$ cat config.mk
export PLATFORM = sky130hd
export DESIGN_NAME = frame_stream_out
export DESIGN_NICKNAME = d
export VERILOG_FILES = /design/src/rtl/frame_stream_out_pkg.sv /design/src/rtl/frame_stream_out_stream_fifo.sv /design/src/rtl/frame_stream_out.sv
export SDC_FILE = /design/constraint.sdc
export NUM_CORES = 1
export LEC_CHECK = 0
export CORE_ASPECT_RATIO = 2
export CORE_MARGIN = 1
export CORE_UTILIZATION = 25
export DETAILED_ROUTE_END_ITERATION = 12
export RECOVER_POWER = 50
export SLEW_MARGIN = 40
export SYNTH_ARGS = -nofsm -noshare
export SYNTH_HDL_FRONTEND = slang
export SYNTH_SLANG_ARGS = --single-unit
export TNS_END_PERCENT = 1
$ cat constraint.sdc
create_clock -name m00_axis_aclk -period 2.9 [get_ports m00_axis_aclk]
set_clock_uncertainty 0.1 [all_clocks]
set_input_delay 0.29 -clock m00_axis_aclk [delete_from_list [all_inputs] [get_ports m00_axis_aclk]]
set_output_delay 0.29 -clock m00_axis_aclk [all_outputs]
set_load 0.05 [all_outputs]
$ cat src/rtl/frame_stream_out_pkg.sv
// Shared types for the frame playback path: FSM state and FIFO entry layout.
package frame_stream_out_pkg;

  typedef enum logic [1:0] {
    ST_IDLE   = 2'd0,
    ST_STREAM = 2'd1,
    ST_DRAIN  = 2'd2
  } state_t;

  // One buffered pixel: BRAM read data plus its stream framing tags.
  typedef struct packed {
    logic data;
    logic sof;
    logic eol;
  } pix_entry_t;

  localparam int unsigned ENTRY_W = $bits(pix_entry_t);

endpackage

$ cat src/rtl/frame_stream_out_stream_fifo.sv
// Small synchronous FIFO with a registered head (storage read directly).
module frame_stream_out_stream_fifo #(
  parameter  int unsigned DEPTH = 4,
  parameter  int unsigned DW    = 3,
  localparam int unsigned AW    = $clog2(DEPTH),
  localparam int unsigned CW    = $clog2(DEPTH + 1)
) (
  input  logic          clk,
  input  logic          rst_n,
  input  logic          push,
  input  logic [DW-1:0] push_data,
  input  logic          pop,
  output logic [DW-1:0] head,
  output logic [CW-1:0] count,
  output logic          full,
  output logic          empty
);

  logic [DW-1:0] mem [DEPTH];
  logic [AW-1:0] wr_ptr_q;
  logic [AW-1:0] rd_ptr_q;

  // Depth need not be a power of two, so pointers wrap explicitly.
  function automatic logic [AW-1:0] ptr_inc(input logic [AW-1:0] p);
    return (p == AW'(DEPTH - 1)) ? '0 : p + AW'(1);
  endfunction

  // Storage write; contents need no reset since empty gates the head.
  always_ff @(posedge clk) begin
    if (push) begin
      mem[wr_ptr_q] <= push_data;
    end
  end

  // Pointer and occupancy bookkeeping.
  always_ff @(posedge clk) begin
    if (!rst_n) begin
      wr_ptr_q <= '0;
      rd_ptr_q <= '0;
      count    <= '0;
    end else begin
      if (push) wr_ptr_q <= ptr_inc(wr_ptr_q);
      if (pop)  rd_ptr_q <= ptr_inc(rd_ptr_q);
      case ({push, pop})
        2'b10:   count <= count + CW'(1);
        2'b01:   count <= count - CW'(1);
        default: count <= count;
      endcase
    end
  end

  assign head  = mem[rd_ptr_q];
  assign full  = (count == CW'(DEPTH));
  assign empty = (count == '0);

endmodule

$ cat src/rtl/frame_stream_out.sv
// Replays a 1-bit frame from BRAM as an AXI4-Stream video stream.
module frame_stream_out
  import frame_stream_out_pkg::*;
#(
  parameter int unsigned C_M00_AXIS_TDATA_WIDTH = 32,
  parameter int unsigned WIDTH                  = 4,
  parameter int unsigned HEIGHT                 = 2,
  parameter int unsigned ADDR_WIDTH             = 32,
  parameter int unsigned BRAM_LATENCY           = 2
) (
  input  logic                                  m00_axis_aclk,
  input  logic                                  m00_axis_aresetn,
  input  logic                                  s00_start_playback,
  output logic                                  m00_busy,
  output logic                                  m00_done,
  output logic                                  m00_bram_en,
  output logic [ADDR_WIDTH-1:0]                 m00_bram_address,
  input  logic                                  s00_bram_data,
  output logic                                  m00_axis_tvalid,
  input  logic                                  m00_axis_tready,
  output logic [C_M00_AXIS_TDATA_WIDTH-1:0]     m00_axis_tdata,
  output logic [(C_M00_AXIS_TDATA_WIDTH/8)-1:0] m00_axis_tstrb,
  output logic                                  m00_axis_tlast,
  output logic                                  m00_axis_tuser
);

  localparam int unsigned FIFO_DEPTH = BRAM_LATENCY + 2;
  localparam int unsigned CW         = $clog2(FIFO_DEPTH + 1);
  localparam logic [ADDR_WIDTH-1:0] LAST_ADDR = ADDR_WIDTH'(WIDTH * HEIGHT - 1);
  localparam logic [ADDR_WIDTH-1:0] LAST_X    = ADDR_WIDTH'(WIDTH - 1);
  localparam logic [ADDR_WIDTH-1:0] LAST_Y    = ADDR_WIDTH'(HEIGHT - 1);

  state_t state_q, state_d;

  logic [ADDR_WIDTH-1:0] addr_q, last_addr_q, x_q, y_q, line_out_q;
  logic [BRAM_LATENCY-1:0] vld_q;
  logic [1:0]              tag_q [BRAM_LATENCY];

  logic [CW-1:0] in_flight, fifo_count;
  logic [CW:0]   credit_used;
  logic          fifo_full, fifo_empty, issue, last_issue, pop, last_pop;
  logic          sof, eol, done_q;
  pix_entry_t    push_entry, head;
  logic [ENTRY_W-1:0] head_bits;

  assign sof = (x_q == '0) && (y_q == '0);
  assign eol = (x_q == LAST_X);

  // Reads still travelling through the BRAM pipeline.
  always_comb begin
    in_flight = '0;
    for (int unsigned i = 0; i < BRAM_LATENCY; i++) begin
      in_flight = in_flight + CW'(vld_q[i]);
    end
  end

  // Issue only when every outstanding read is guaranteed a FIFO slot.
  assign credit_used = {1'b0, in_flight} + {1'b0, fifo_count};
  assign issue       = (state_q == ST_STREAM) && !fifo_full &&
                       (credit_used < (CW + 1)'(FIFO_DEPTH));
  assign last_issue  = issue && (addr_q == LAST_ADDR);
  assign pop         = !fifo_empty && m00_axis_tready;
  assign last_pop    = pop && head.eol && (line_out_q == LAST_Y);

  // State register.
  always_ff @(posedge m00_axis_aclk) begin
    if (!m00_axis_aresetn) state_q <= ST_IDLE;
    else                   state_q <= state_d;
  end

  // Next-state logic; start pulses outside IDLE are ignored.
  always_comb begin
    state_d = state_q;
    case (state_q)
      ST_IDLE:   if (s00_start_playback) state_d = ST_STREAM;
      ST_STREAM: if (last_issue)         state_d = ST_DRAIN;
      ST_DRAIN:  if (last_pop)           state_d = ST_IDLE;
      default:   state_d = ST_IDLE;
    endcase
  end

  // Address, column/line counters and output-line counter; all held at 0 in IDLE.
  always_ff @(posedge m00_axis_aclk) begin
    if (!m00_axis_aresetn || state_q == ST_IDLE) begin
      addr_q      <= '0;
      last_addr_q <= '0;
      x_q         <= '0;
      y_q         <= '0;
      line_out_q  <= '0;
      done_q      <= 1'b0;
    end else begin
      done_q <= last_pop;
      if (issue) begin
        addr_q      <= addr_q + ADDR_WIDTH'(1);
        last_addr_q <= addr_q;
        if (eol) begin
          x_q <= '0;
          y_q <= y_q + ADDR_WIDTH'(1);
        end else begin
          x_q <= x_q + ADDR_WIDTH'(1);
        end
      end
      if (pop && head.eol) line_out_q <= line_out_q + ADDR_WIDTH'(1);
    end
  end

  // Valid/tag shift register aligned with BRAM read latency.
  always_ff @(posedge m00_axis_aclk) begin
    if (!m00_axis_aresetn) begin
      vld_q <= '0;
      for (int unsigned i = 0; i < BRAM_LATENCY; i++) tag_q[i] <= '0;
    end else begin
      vld_q[0] <= issue;
      tag_q[0] <= {sof, eol};
      for (int unsigned i = 1; i < BRAM_LATENCY; i++) begin
        vld_q[i] <= vld_q[i-1];
        tag_q[i] <= tag_q[i-1];
      end
    end
  end

  // Returned data joined with its tags.
  always_comb begin
    push_entry      = '0;
    push_entry.data = s00_bram_data;
    push_entry.sof  = tag_q[BRAM_LATENCY-1][1];
    push_entry.eol  = tag_q[BRAM_LATENCY-1][0];
  end

  frame_stream_out_stream_fifo #(
    .DEPTH (FIFO_DEPTH),
    .DW    (ENTRY_W)
  ) u_fifo (
    .clk       (m00_axis_aclk),
    .rst_n     (m00_axis_aresetn),
    .push      (vld_q[BRAM_LATENCY-1]),
    .push_data (push_entry),
    .pop       (pop),
    .head      (head_bits),
    .count     (fifo_count),
    .full      (fifo_full),
    .empty     (fifo_empty)
  );

  assign head = pix_entry_t'(head_bits);

  // Stream and control outputs; payload gated to zero while no beat is offered.
  always_comb begin
    m00_axis_tvalid   = !fifo_empty;
    m00_axis_tdata    = '0;
    m00_axis_tdata[0] = !fifo_empty && head.data;
    m00_axis_tuser    = !fifo_empty && head.sof;
    m00_axis_tlast    = !fifo_empty && head.eol;
    m00_axis_tstrb    = '1;
    m00_bram_en       = issue;
    m00_bram_address  = (state_q == ST_IDLE) ? '0 : (issue ? addr_q : last_addr_q);
    m00_busy          = (state_q != ST_IDLE);
    m00_done          = done_q;
  end

endmodule
# --- Word level (Yosys, flattened, before mapping) ---
# Memory sizes are Yosys's and may differ from the RTL's. A register that Yosys moved wholly into a read port is not among the register bits.
# Index checks and enable logic that the tools add are counted.
totals:
  reg_bits: 172
  mem_bits_rw: 16
  input_bits: 5
  wordCells: 79
  memories: 2
op_classes:
  add_sub_neg: 10
  n_lt_le_gt_ge: 1
  eq_ne: 13
  muxes: 18
  bitwise: 2
  reduce_logical: 22
memory_table:
  columns: ["name", "words", "word_bits", "read_ports", "rd_ports_with_merged_regs", "write_ports", "line_no", "source"]
  rows:
  - ["u_fifo.mem", 4, 3, 1, 1, 1, "frame_stream_out_stream_fifo.sv:19", "logic [DW-1:0] mem [DEPTH];"]
  - ["tag_q", 2, 2, 2, 0, 2, "frame_stream_out.sv:37", "logic [1:0] tag_q [BRAM_LATENCY];"]
op_table:
  columns: ["operator", "n"]
  rows:
  - ["$add 32x1->32 const B", 4]
  - ["$mux 32", 3]
  - ["$logic_not 32->1", 2]
  - ["$eq 32x1->1 const B", 1]
  - ["$eq 32x2->1 const B", 1]
  - ["$eq 32x3->1 const B", 1]
  - ["$mux 2", 9]
  - ["$logic_and 1x1->1", 10]
  - ["$eq 2x2->1 const B", 4]
  - ["$ne 2x2->1 const B", 3]
  - ["$pmux 2 s3", 1]
  - ["$pmux 3 s2", 1]
  - ["$add 2x1->2 const B", 2]
  - ["$add 2x3->4", 1]
  - ["$eq 2x1->1 const B", 2]
  - ["$lt 4x3->1 const B", 1]
  - ["$mux 1", 4]
  - ["$reduce_bool 2->1", 2]
  - ["$add 3x1->3 const B", 1]
  - ["$eq 3x3->1 const B", 1]
  - ["$logic_not 1->1", 3]
  - ["$logic_not 3->1", 1]
  - ["$reduce_and 3->1", 1]
  - ["$sub 3x1->3 const B", 1]
  - ["5 further kinds", 6]

# --- Depth between registers and ports, before layout ---
# Gate-level depths: netlist of the first run.
depth:
  ltp_word: 7
  ltp_mapped: 9
  mapped_depth_nobuf: 7

# --- Modules after synthesis ---
# Synthesis of the first run repeated with hierarchy kept, for this count alone.
unflattened:
  cells_unflattened: 1056
  area_unflattened_um2: 9027.4
modules_own_cells:
  columns: ["mod", "n_inst", "cells_per_inst", "area_per_inst_um2", "seq_area_each_um2"]
  rows:
  - ["frame_stream_out", 1, 994, 8135.3, 3383.2]
  - ["frame_stream_out_stream_fifo", 1, 62, 892.1, 540.5]

# --- Worst setup path before layout of the first run ---
# OpenSTA, ideal clock, no wires.
synth_path:
  kind: "register to output"
  start: "register u_fifo.count[0]"
  end: "output port m00_bram_address[18]"
  arrival_ns: 2.459
  t_required_ns: 2.510
  path_slack_ns: 0.051
  stages_incl_launch_ff: 9
  n_path_buf: 2
  cell_sequence: "dfxtp_1 -> ha_1 -> a21oi_1 -> o21ai_1 -> inv_1 -> buf_2 -> buf_1 -> nand2_1 -> a21oi_1"
synth_between:
  elab_chain_len: 6
  elab_cells_between_ends: 8
  cone_classes: "add/sub (1); order compare (1); eq/ne (1); mux (2); reduce/logical (3)"
synth_rtl:
  columns: ["element", "line_no", "source"]
  rows:
  - ["start, declared", "frame_stream_out_stream_fifo.sv:14", "output logic [CW-1:0] count,"]
  - ["start signal, assigned", "frame_stream_out_stream_fifo.sv:45", "2'b10: count <= count + CW'(1);"]
  - ["start signal, assigned", "frame_stream_out_stream_fifo.sv:46", "2'b01: count <= count - CW'(1);"]
  - ["start signal, assigned", "frame_stream_out_stream_fifo.sv:47", "default: count <= count;"]
  - ["parallel branches: the longest is 3 deep, another holds $add 2x3->4", null, null]
  - ["$logic_and 1x1->1 *", "frame_stream_out.sv:59", "assign issue = (state_q == ST_STREAM) && !fifo_full &&"]
  - ["$mux 32 *", null, null]
  - ["$mux 32 *", "frame_stream_out.sv:156", "m00_bram_address = (state_q == ST_IDLE) ? '0 : (issue ? addr_q : last_addr_q);"]
  - ["end, declared", "frame_stream_out.sv:17", "output logic [ADDR_WIDTH-1:0] m00_bram_address,"]
# Mark *: on every way between the ends.

# --- Worst setup path after layout of the first run ---
layout_path:
  start: "register u_fifo.count[0]"
  end: "output port m00_bram_address[3]"
# The elaborated chain is that of the path after synthesis.

==> results of run 1 <==
[critical path: cells and delay by family, from the launching register on]
family / cells / cell delay (ns)
AOI/OAI and AO/OA: 2 / 0.22
adders and majority gates: 1 / 0.31
buffers and inverters: 3 / 0.69
DFF: 1 / 0.35
muxes: 1 / 0.33
and+or+nand+nor: 1 / 0.10
[per-stage QoR]
stage / hold WS (ns) / utilization (%) / total power [uW] / cells / setup TNS [ns]
2_1_floorplan: 0.289 / - / 3100 / 1114 / 0
5_1_grt: 0.347 / 30.6 / 5640 / 1580 / -0.444
3_3_place_gp: 0.313 / 28.9 / 3190 / 1548 / 0
4_1_cts: 0.337 / 30.5 / 5500 / 1580 / 0
3_5_place_dp: 0.319 / 28.9 / 3200 / 1548 / 0
6_report: 0.337 / 30.6 / 5430 / 1580 / 0
[synthesized netlist by cell type, types with 2 or more instances]
cell type  number
a211oi_1        2
a21boi_0        2
a21oi_1        86
a31o_2          2
and2_1         48
and3_1         12
and4_1         15
buf_1           7
buf_2           5
buf_4          35
buf_6           2
clkbuf_1       36
conb_1          2
dfxtp_1       178
edfxtp_1       12
ha_1           14
inv_1          33
mux2i_1         6
mux4_2          3
nand2_1       116
nand2b_1        2
nand3_1        36
nand4_1        46
nor2_1         93
nor2b_1         7
nor3_1         28
nor4_1         50
nor4b_1         4
o21ai_0        37
o31ai_1        12
or2_2           2
or3_1          38
or4_1          13
xnor2_1        50
xor2_1         24
[path summary, 6_finish.rpt]
path / endpoint / cells past startpoint / slack [ns]
worst max-delay path: m00_bram_address[3] / 8 / 0.07
worst min-delay path: tag_q[0][3]$_SDFF_PN0_ / 1 / 0.34
worst max register to register: y_q[27]$_SDFFE_PP0P_ / 6 / 0.32
worst min register to register: tag_q[0][3]$_SDFF_PN0_ / 1 / 0.34
[cell type report]
cell class / count / area [sq um] / area share, %
inverters: 33 / 124 / 1.13
repair buffers: 69 / 976 / 8.91
flip-flops and latches: 190 / 3920 / 35.8
clock buffers: 17 / 425 / 3.88
well taps: 450 / 563 / 5.14
multi-input cells: 806 / 4800 / 43.8
clock inverters: 15 / 149 / 1.36
[cell families after synthesis]
family | count (synthesis) | synth area share, %
AND/OR/NAND/NOR | 522 | 30.4
buffers and inverters | 118 | 6.53
multiplexers | 9 | 1.40
flip-flops | 190 | 43.0
other | 2 | 0.0823
XOR/XNOR | 74 | 7.11
adder cells (fa/ha/maj) | 15 | 2.14
AO/OA/AOI/OAI | 151 | 9.27
[registers in the layout, summed over array words and instances, names as in the netlist, 3 cells and up, named ones only]
signal        flops
tag_q             4
line_out_q       32
last_addr_q      32
u_fifo.count      3
u_fifo.mem       12
addr_q           32
y_q              32
x_q              32
[layout by cell type (no fill, tap or decap), drive strengths merged, types with 13 or more instances in the layout]
cell / netlist / layout
nand2: 117 / 117
a21oi: 86 / 86
and4: 15 / 15
or3: 38 / 38
or4: 13 / 13
nor3: 28 / 28
nor2: 93 / 93
nand4: 47 / 47
conb: 2 / 35
nor4: 51 / 51
o21ai: 38 / 38
nand3: 36 / 36
dfxtp: 178 / 178
buf: 49 / 56
ha: 14 / 14
clkbuf: 36 / 20
xnor2: 50 / 50
and2: 49 / 49
inv: 33 / 40
xor2: 24 / 24
[repair_timing]
action / CTS / global route
endpoints found under the setup margin: 3 / 27
cloned: 0 / 0
resized for setup: 3 / 14
[power by group through the flow]
stage	clock [uW]	sequential, uW	combinational (uW)
floorplan	0	2730	370
global placement	0	2740	457
detailed placement	0	2740	458
CTS	2360	2680	461
global route	2470	2680	494
finish	2300	2680	456
[per-layer routing]
metal	GRT usage [%]	share of wire, %	vias to the layer above	routed length, microns
met2	24.0	57	131	12500
met3	2.07	2.7	34	603
li1	-	-	3817	-
met5	0	0	-	0
met1	12.5	38	3668	8350
met4	5.35	2.6	0	573
==> flow_metrics.tcl, run 1 <==
set metrics [dict create \
    run_status "finished with violations" \
    failed_checks "max-capacitance violations, max-slew violations" \
    crit-reg2reg-launch "x_q[0]$_SDFFE_PP0P_" \
    power.density_cell_area_nw_per_um2 496 \
    final_hold_viol_count 0 \
    gr-total-overflow 0 \
    setup.worst_path.end_class "output port" \
    max_cap_violations 1 \
    floorplan.die_area_sq_um 37300 \
    worst_path_class_setup "reg -> out" \
    seqPwrFrac_pct 49.3 \
    crit_path_frequent_cell "buf_4" \
    drtPass1Iterations 4 \
    worst_max_slew_pin_slew_ns 1.77 \
    detailedPlacementHpwl_mm 16.1 \
    drtAntennaViolNets 0 \
    viasPerCell 4.84 \
    avgRoutedWirePerCell_microns 13.9 \
    clockPowerShare_pct 42.3 \
    postSynthRegisterBits 190 \
    crit_path_cell_trace "ha_1 -> a21oi_1 -> buf_4 -> o21ai_4 -> buf_4 -> mux2i_1 -> nor2_2 -> buf_12" \
    netSwitchingFraction_pct 28.0 \
    dieHeight_microns 272 \
    finalWirelength_mm 22.0 \
    post_route_cells_drive_above_1_share_pct 10.6 \
    placeableCoreArea_sq_um 35800 \
    internal_power_uw 3910 \
    synth-edff-count 12 \
    rsz0062_at_grt "true" \
    netlist.area_leader.share_pct 39.1 \
    nets 1137 \
    worstPathRequired_ns 2.51 \
    worst_setup_hold_path_clk_slew_ns 0.08 \
    clock_path_buffers 2 \
    cts_num_sinks 190 \
    initial_standard_cell_utilization_of_the_core_pct 25.5 \
    yosys.area.top_type "dfxtp_1" \
    portBuffers 43 \
    number_of_global_route_vias_before_repair 7368 \
    worst_hold_startpoint "tag_q[0][1]$_SDFF_PN0_" \
    net-switching-power_uw 1520 \
    min_delay_worst_type "reg -> reg" \
    post_synth.cell_area_avg_sq_um 8.44 \
    drt_iter0_markers 415 \
    post_synth_inst_count 1081 \
    gpl.final_weighted_congestion 0.823 \
    final.fill_count 3776 \
    clk_root_buffer_cell "clkbuf_16" \
    io_pins 79 \
    grt_start_max_net_pins 45 \
    dpl_worst_slack_ns 0.336 \
    antenna_cells 0 \
    start_kind "register" \
    initial_antenna_violation_count 0 \
    cts_hold_repair.buffers 0 \
    final_min_period_over_clock_period_pct 97.7 \
    grt_util_all_layers_pct 12.4 \
    cts_tree "done" \
    synth_top_flop_cell "dfxtp_1" \
    detailroute.via_count 7650 \
    crit_start "u_fifo.count[0]$_SDFFE_PN0P_" \
    layout_min_cycle_time_ns 2.83 \
    synthesis.yosys.warnings 0 \
    critical_path_peak_fanout 28 \
    floorplan.rows 98 \
    fmax_mhz 353 \
    fp.dieW_microns 137 \
    setup_violations 0 \
    h-tree-depth 4 \
    final_design_area_no_fill_sq_um 11000 \
    comb_power_share_pct 8.4 \
    place_area_sq_um 10300 \
    cp.arrival_ns 2.44 \
    yosysUniqueCellTypes 58 \
    timing.critical_path.slowest_cell_delay_ns 0.35 \
    clkLatencyLatePin_ns 0.45 \
    crit_path_top_delay_cell "dfxtp_1" \
    slew_headroom_pct -18.3 \
    post-route-worst-setup-slack_ns 0.0673 \
    number_of_pins_exceeding_their_max_slew_limit_in_the_final_report 45 \
    peakVddDrop_uv 321 \
    yosys-top-cells-area "dfxtp_1 (39%), xnor2_1 (4.8%), nand2_1 (4.8%)" \
    drc 0 \
    static_leakage_uw 0.00340 \
    post-cts-setup-buffers 0 \
    layout-area-overhead-vs-synth_pct 20.1 \
    seq_area_frac_synth_pct 43.0 \
    tritoncts.num_buffers 17 \
    grt_pass1_wl_mm 36.4 \
    asyncSetResetFlopFracSynth_pct 0 \
    synth_area_sq_um 9120 \
]
Note: power is estimated with default switching activity, not from simulation.
==> inputs of run 2 (changes only) <==
--- a/config.mk
+++ b/config.mk
@@ -7,8 +7,9 @@
 export LEC_CHECK = 0
 export CORE_ASPECT_RATIO = 2
 export CORE_MARGIN = 1
-export CORE_UTILIZATION = 25
+export CORE_UTILIZATION = 50
 export DETAILED_ROUTE_END_ITERATION = 12
+export PLACE_DENSITY = 0.71
 export RECOVER_POWER = 50
 export SLEW_MARGIN = 40
 export SYNTH_ARGS = -nofsm -noshare
==> flow_metrics.tcl, run 2 (synthesis results as in run 1) <==
set metrics [dict create \
    static_leakage_uw 0.00342 \
    number_of_pins_exceeding_their_max_slew_limit_in_the_final_report 0 \
    clk_root_buffer_cell "clkbuf_16" \
    most_frequent_cells_in_the_layout "dfxtp_1 (178), nand2_1 (116), nor2_1 (92), a21oi_1 (59)" \
    dieHeight_microns 193 \
    floorplan.die_area_sq_um 18800 \
    h-tree-depth 4 \
    initial_antenna_violation_count 0 \
    crit_path_top_delay_cell "dfxtp_1" \
    gr-total-overflow 0 \
    cts_tree "done" \
    final_hold_viol_count 0 \
    peakVddDrop_uv 315 \
    r2r_setup_slack_ns 0.28 \
    max_cap_violations 0 \
    detailedPlacementHpwl_mm 15.6 \
    placeableCoreArea_sq_um 17800 \
    hold_slack_ns 0.335 \
    cp.arrival_ns 2.41 \
    slew_headroom_pct 10.5 \
    clock_path_buffers 2 \
    gpl.final_weighted_congestion 0.904 \
    drtPass1Iterations 4 \
    rsz0062_at_grt "true" \
    drt_iter0_markers 362 \
    portBuffers 43 \
    layout-area-overhead-vs-synth_pct 17.9 \
    power.density_cell_area_nw_per_um2 512 \
    worstPathRequired_ns 2.51 \
    run_status "finished, final reports clean" \
    clkLatencyLatePin_ns 0.44 \
    drc 0 \
    finalWirelength_mm 21.7 \
    timing.critical_path.slowest_cell_delay_ns 0.43 \
    min_delay_worst_type "reg -> reg" \
    setup_violations 0 \
    mostFrequentLayoutCell "dfxtp_1" \
    worst_path_class_setup "reg -> out" \
    layout_min_cycle_time_ns 2.80 \
    tritoncts.num_buffers 17 \
    worst_max_slew_pin_slew_ns 1.34 \
    number_of_global_route_vias_before_repair 7537 \
    fmax_mhz 357 \
    avgRoutedWirePerCell_microns 16.1 \
    grt_util_all_layers_pct 23.7 \
    detailroute.via_count 7792 \
    cts_hold_repair.buffers 0 \
    antenna_cells 0 \
    crit_path_cell_trace "ha_1 -> a21oi_2 -> o21ai_4 -> clkinvlp_4 -> buf_4 -> nand2_1 -> a21oi_1 -> buf_12" \
    place_area_sq_um 10100 \
    cts_num_sinks 190 \
    post_route_cells_drive_above_1_share_pct 12.1 \
    final_min_period_over_clock_period_pct 96.6 \
    fp.dieW_microns 97.5 \
    grt_pass1_wl_mm 36.2 \
    setup.worst_path.end_class "output port" \
    worst_setup_hold_path_clk_slew_ns 0.07 \
    io_pins 79 \
    initial_standard_cell_utilization_of_the_core_pct 51.3 \
    final_design_area_no_fill_sq_um 10800 \
    start_kind "register" \
    grt_start_max_net_pins 38 \
    viasPerCell 5.77 \
    nets 1144 \
    drtAntennaViolNets 0 \
    power.total_uw 5500 \
    floorplan.rows 69 \
    critical_path_peak_fanout 12 \
    post-cts-setup-buffers 0 \
]
## run 2: power breakdown
part	internal, uW	switching, uW	total (uW)
logic	120	342	462
clock network	1260	1100	2360
registers	2650	25.6	2680
## run 2: final cells by class
| type | count | area, sq um |
|---|---|---|
| Clock inverter | 14 | 141 |
| Inverter | 33 | 128 |
| Timing Repair Buffer | 76 | 1010 |
| Sequential cell | 190 | 3920 |
| Fill cell | 1598 | 7030 |
| Clock buffer | 18 | 450 |
| Tap cell | 213 | 267 |
| Multi-Input combinational cell | 806 | 4840 |
## run 2: timing repair
action | 4_1_cts | 5_1_grt
endpoints found under the setup margin | 30 | 28
gates resized for setup | 10 | 19
pin swaps | 0 | 0
## run 2: routing by layer
layer  global-route usage, %  up-vias  routed length, microns
li1                        -     3830                       -
met1                    23.9     3740                    8170
met2                    46.7      177                   12100
met3                    3.42       45                     600
met4                    12.0        0                     858
met5                       0        -                       0
## run 2: path summary, 6_finish.rpt
kind | from | end | depth (start not counted)
hold / removal | tag_q[0][1]$_SDFF_PN0_ | tag_q[0][3]$_SDFF_PN0_ | 1
setup / recovery | u_fifo.count[0]$_SDFFE_PN0P_ | m00_bram_address[1] | 8
hold reg to reg | tag_q[0][1]$_SDFF_PN0_ | tag_q[0][3]$_SDFF_PN0_ | 1
setup reg to reg | x_q[0]$_SDFFE_PP0P_ | y_q[27]$_SDFFE_PP0P_ | 6
## run 2: worst max-delay path, delay by kind of cell, from the launching register on
kind                       cells  cell delay, ns
adders and majority gates      1            0.30
buffers and inverters          3            0.60
AOI/OAI and AO/OA              3            0.57
and+or+nand+nor                1            0.07
DFF                            1            0.43
## run 2: per-stage QoR
step	std cells	setup TNS, ns	util [%]	worst slack (ns)
detailed placement	1318	0	56.7	0.277
global placement	1318	0	56.7	0.346
CTS	1350	0	60.3	0.0538
floorplan	1114	0	-	0.0510
global route	1350	-0.221	60.5	-0.0294
finish	1350	0	60.5	0.0993
==> inputs of run 3 (changes only) <==
--- a/config.mk
+++ b/config.mk
@@ -5,7 +5,7 @@
 export SDC_FILE = /design/constraint.sdc
 export NUM_CORES = 1
 export LEC_CHECK = 0
-export CORE_ASPECT_RATIO = 2
+export CORE_ASPECT_RATIO = 0.9
 export CORE_MARGIN = 1
 export CORE_UTILIZATION = 50
 export DETAILED_ROUTE_END_ITERATION = 12
==> flow_metrics.tcl, run 3 (synthesis results as in run 1) <==
set metrics [dict create \
    max_cap_violations 0 \
    antenna_cells 0 \
    cp.arrival_ns 2.37 \
    detailroute.via_count 7553 \
    worst_r2r_path_depth 6 \
    number_of_pins_exceeding_their_max_slew_limit_in_the_final_report 0 \
    layout-area-overhead-vs-synth_pct 17.3 \
    tritoncts.num_buffers 17 \
    setup_violations 0 \
    rsz0062_at_grt "false" \
    crit-reg2reg-launch "x_q[0]$_SDFFE_PP0P_" \
    clock_path_buffers 2 \
    min_delay_worst_type "reg -> reg" \
    final_design_area_no_fill_sq_um 10700 \
    worst_max_slew_pin_slew_ns 0.934 \
    number_of_global_route_vias_before_repair 6700 \
    post_route_cells_drive_above_1_share_pct 9.92 \
    nets 1136 \
    slew_headroom_pct 37.6 \
    cts_tree "done" \
    cts_num_sinks 190 \
    floorplan.rows 46 \
    drt_iter0_markers 539 \
    final_min_period_over_clock_period_pct 95.1 \
    h-tree-depth 4 \
    grt_pass1_wl_mm 32.6 \
    fmax_mhz 362 \
    power.density_cell_area_nw_per_um2 524 \
    worstPathRequired_ns 2.51 \
    grt_util_all_layers_pct 21.7 \
    clkLatencyLatePin_ns 0.43 \
    setup.worst_path.end_class "output port" \
    initial_standard_cell_utilization_of_the_core_pct 51.4 \
    cts_hold_repair.buffers 0 \
    portBuffers 43 \
    io_pins 79 \
    place_area_sq_um 10000 \
    setup_tns_ns 0 \
    peakVddDrop_uv 389 \
    static_leakage_uw 0.00342 \
    dpl_worst_slack_ns 0.200 \
    detailedPlacementHpwl_mm 13.3 \
    drtPass1Iterations 5 \
    dieHeight_microns 130 \
    worst_setup_hold_path_clk_slew_ns 0.07 \
    most_frequent_cells_in_the_layout "dfxtp_1 (177), nand2_1 (116), nor2_1 (92), a21oi_1 (76)" \
    hold_path_depth 1 \
    worst_hold_startpoint "vld_q[0]$_SDFF_PN0_" \
    gr-total-overflow 0 \
    final.fill_count 1605 \
    finalCoreUtilization_pct 60.4 \
    worst_path_class_setup "reg -> out" \
    drc 0 \
    crit_start "u_fifo.count[0]$_SDFFE_PN0P_" \
    run_status "finished, final reports clean" \
    initial_antenna_violation_count 0 \
    drtAntennaViolNets 0 \
    fp.dieW_microns 144 \
    hold_slack_ns 0.367 \
    floorplan.die_area_sq_um 18800 \
    grt_start_max_net_pins 39 \
    finalWirelength_mm 19.6 \
    start_kind "register" \
    post-route-worst-setup-slack_ns 0.141 \
    critical_path_peak_fanout 38 \
    gpl.final_weighted_congestion 0.816 \
    avgRoutedWirePerCell_microns 14.3 \
    final_hold_viol_count 0 \
    viasPerCell 5.52 \
    mostFrequentLayoutCell "dfxtp_1" \
    layout_min_cycle_time_ns 2.76 \
    placeableCoreArea_sq_um 17700 \
    clk_root_buffer_cell "clkbuf_16" \
    post-cts-setup-buffers 0 \
]
==> run 3: changes by cell type in the layout (fill, tap and decap cells not counted), moves of 2 or more <==
| cell | change |
|---|---|
| a21oi_2 | -18 |
| a21oi_1 | +17 |
| and2_0 | +9 |
| and2_1 | -9 |
| buf_4 | -9 |
| clkinvlp_4 | -4 |
| bufinv_16 | +2 |
| clkbuf_2 | +2 |
| clkbuf_8 | +2 |
| clkinv_2 | +2 |
| inv_8 | -2 |
==> run 3: final timing paths <==
kind | end | slack, ns
setup / recovery | m00_bram_address[25] | 0.14
hold / removal | vld_q[1]$_SDFF_PN0_ | 0.37
setup reg to reg | y_q[25]$_SDFFE_PP0P_ | 0.33
hold reg to reg | vld_q[1]$_SDFF_PN0_ | 0.37
==> run 3: cell type report <==
class | instances | area [sq um] | area share (%)
multi-input combinational | 806 | 4780 | 44.7
sequential | 190 | 3930 | 36.7
timing repair buffer | 68 | 938 | 8.77
clock buffer | 21 | 482 | 4.50
tap | 240 | 300 | 2.81
clock inverter | 11 | 149 | 1.39
inverter | 33 | 124 | 1.16
==> run 3: per-stage QoR <==
stage	cells	total power [uW]
finish	1369	5610
global route	1369	5800
CTS	1369	5640
detailed placement	1337	3190
global placement	1337	3180
floorplan	1114	3100
==> run 3: routing by layer <==
| metal | wire (microns) | GRT usage (%) | up-vias | part of all wire (%) |
|---|---|---|---|---|
| met5 | 0 | 0 | - | 0 |
| met4 | 172 | 5.02 | 0 | 0.88 |
| met3 | 706 | 4.70 | 12 | 3.6 |
| met2 | 8880 | 34.0 | 150 | 45 |
| met1 | 9800 | 30.4 | 3566 | 50 |
| li1 | - | - | 3825 | - |
==> run 3: repair_timing <==
action	in CTS	in global routing
pin swaps	0	0
setup endpoints to repair	31	31
resized for setup	1	26
==> run 3: worst max-delay path: stages, from the launching register on <==
cell and delay, ns:
dfxtp_2 0.36, ha_1 0.33, a21oi_4 0.23, o21ai_4 0.10, inv_1 0.13, buf_12 0.20
nand2_1 0.09, a21oi_1 0.29, buf_12 0.18
==> run 3: power by group <==
| group | total, uW | internal [uW] | switching [uW] |
|---|---|---|---|
| Clock | 2480 | 1470 | 1020 |
| Sequential | 2680 | 2650 | 27.2 |
| Combinational | 448 | 114 | 334 |
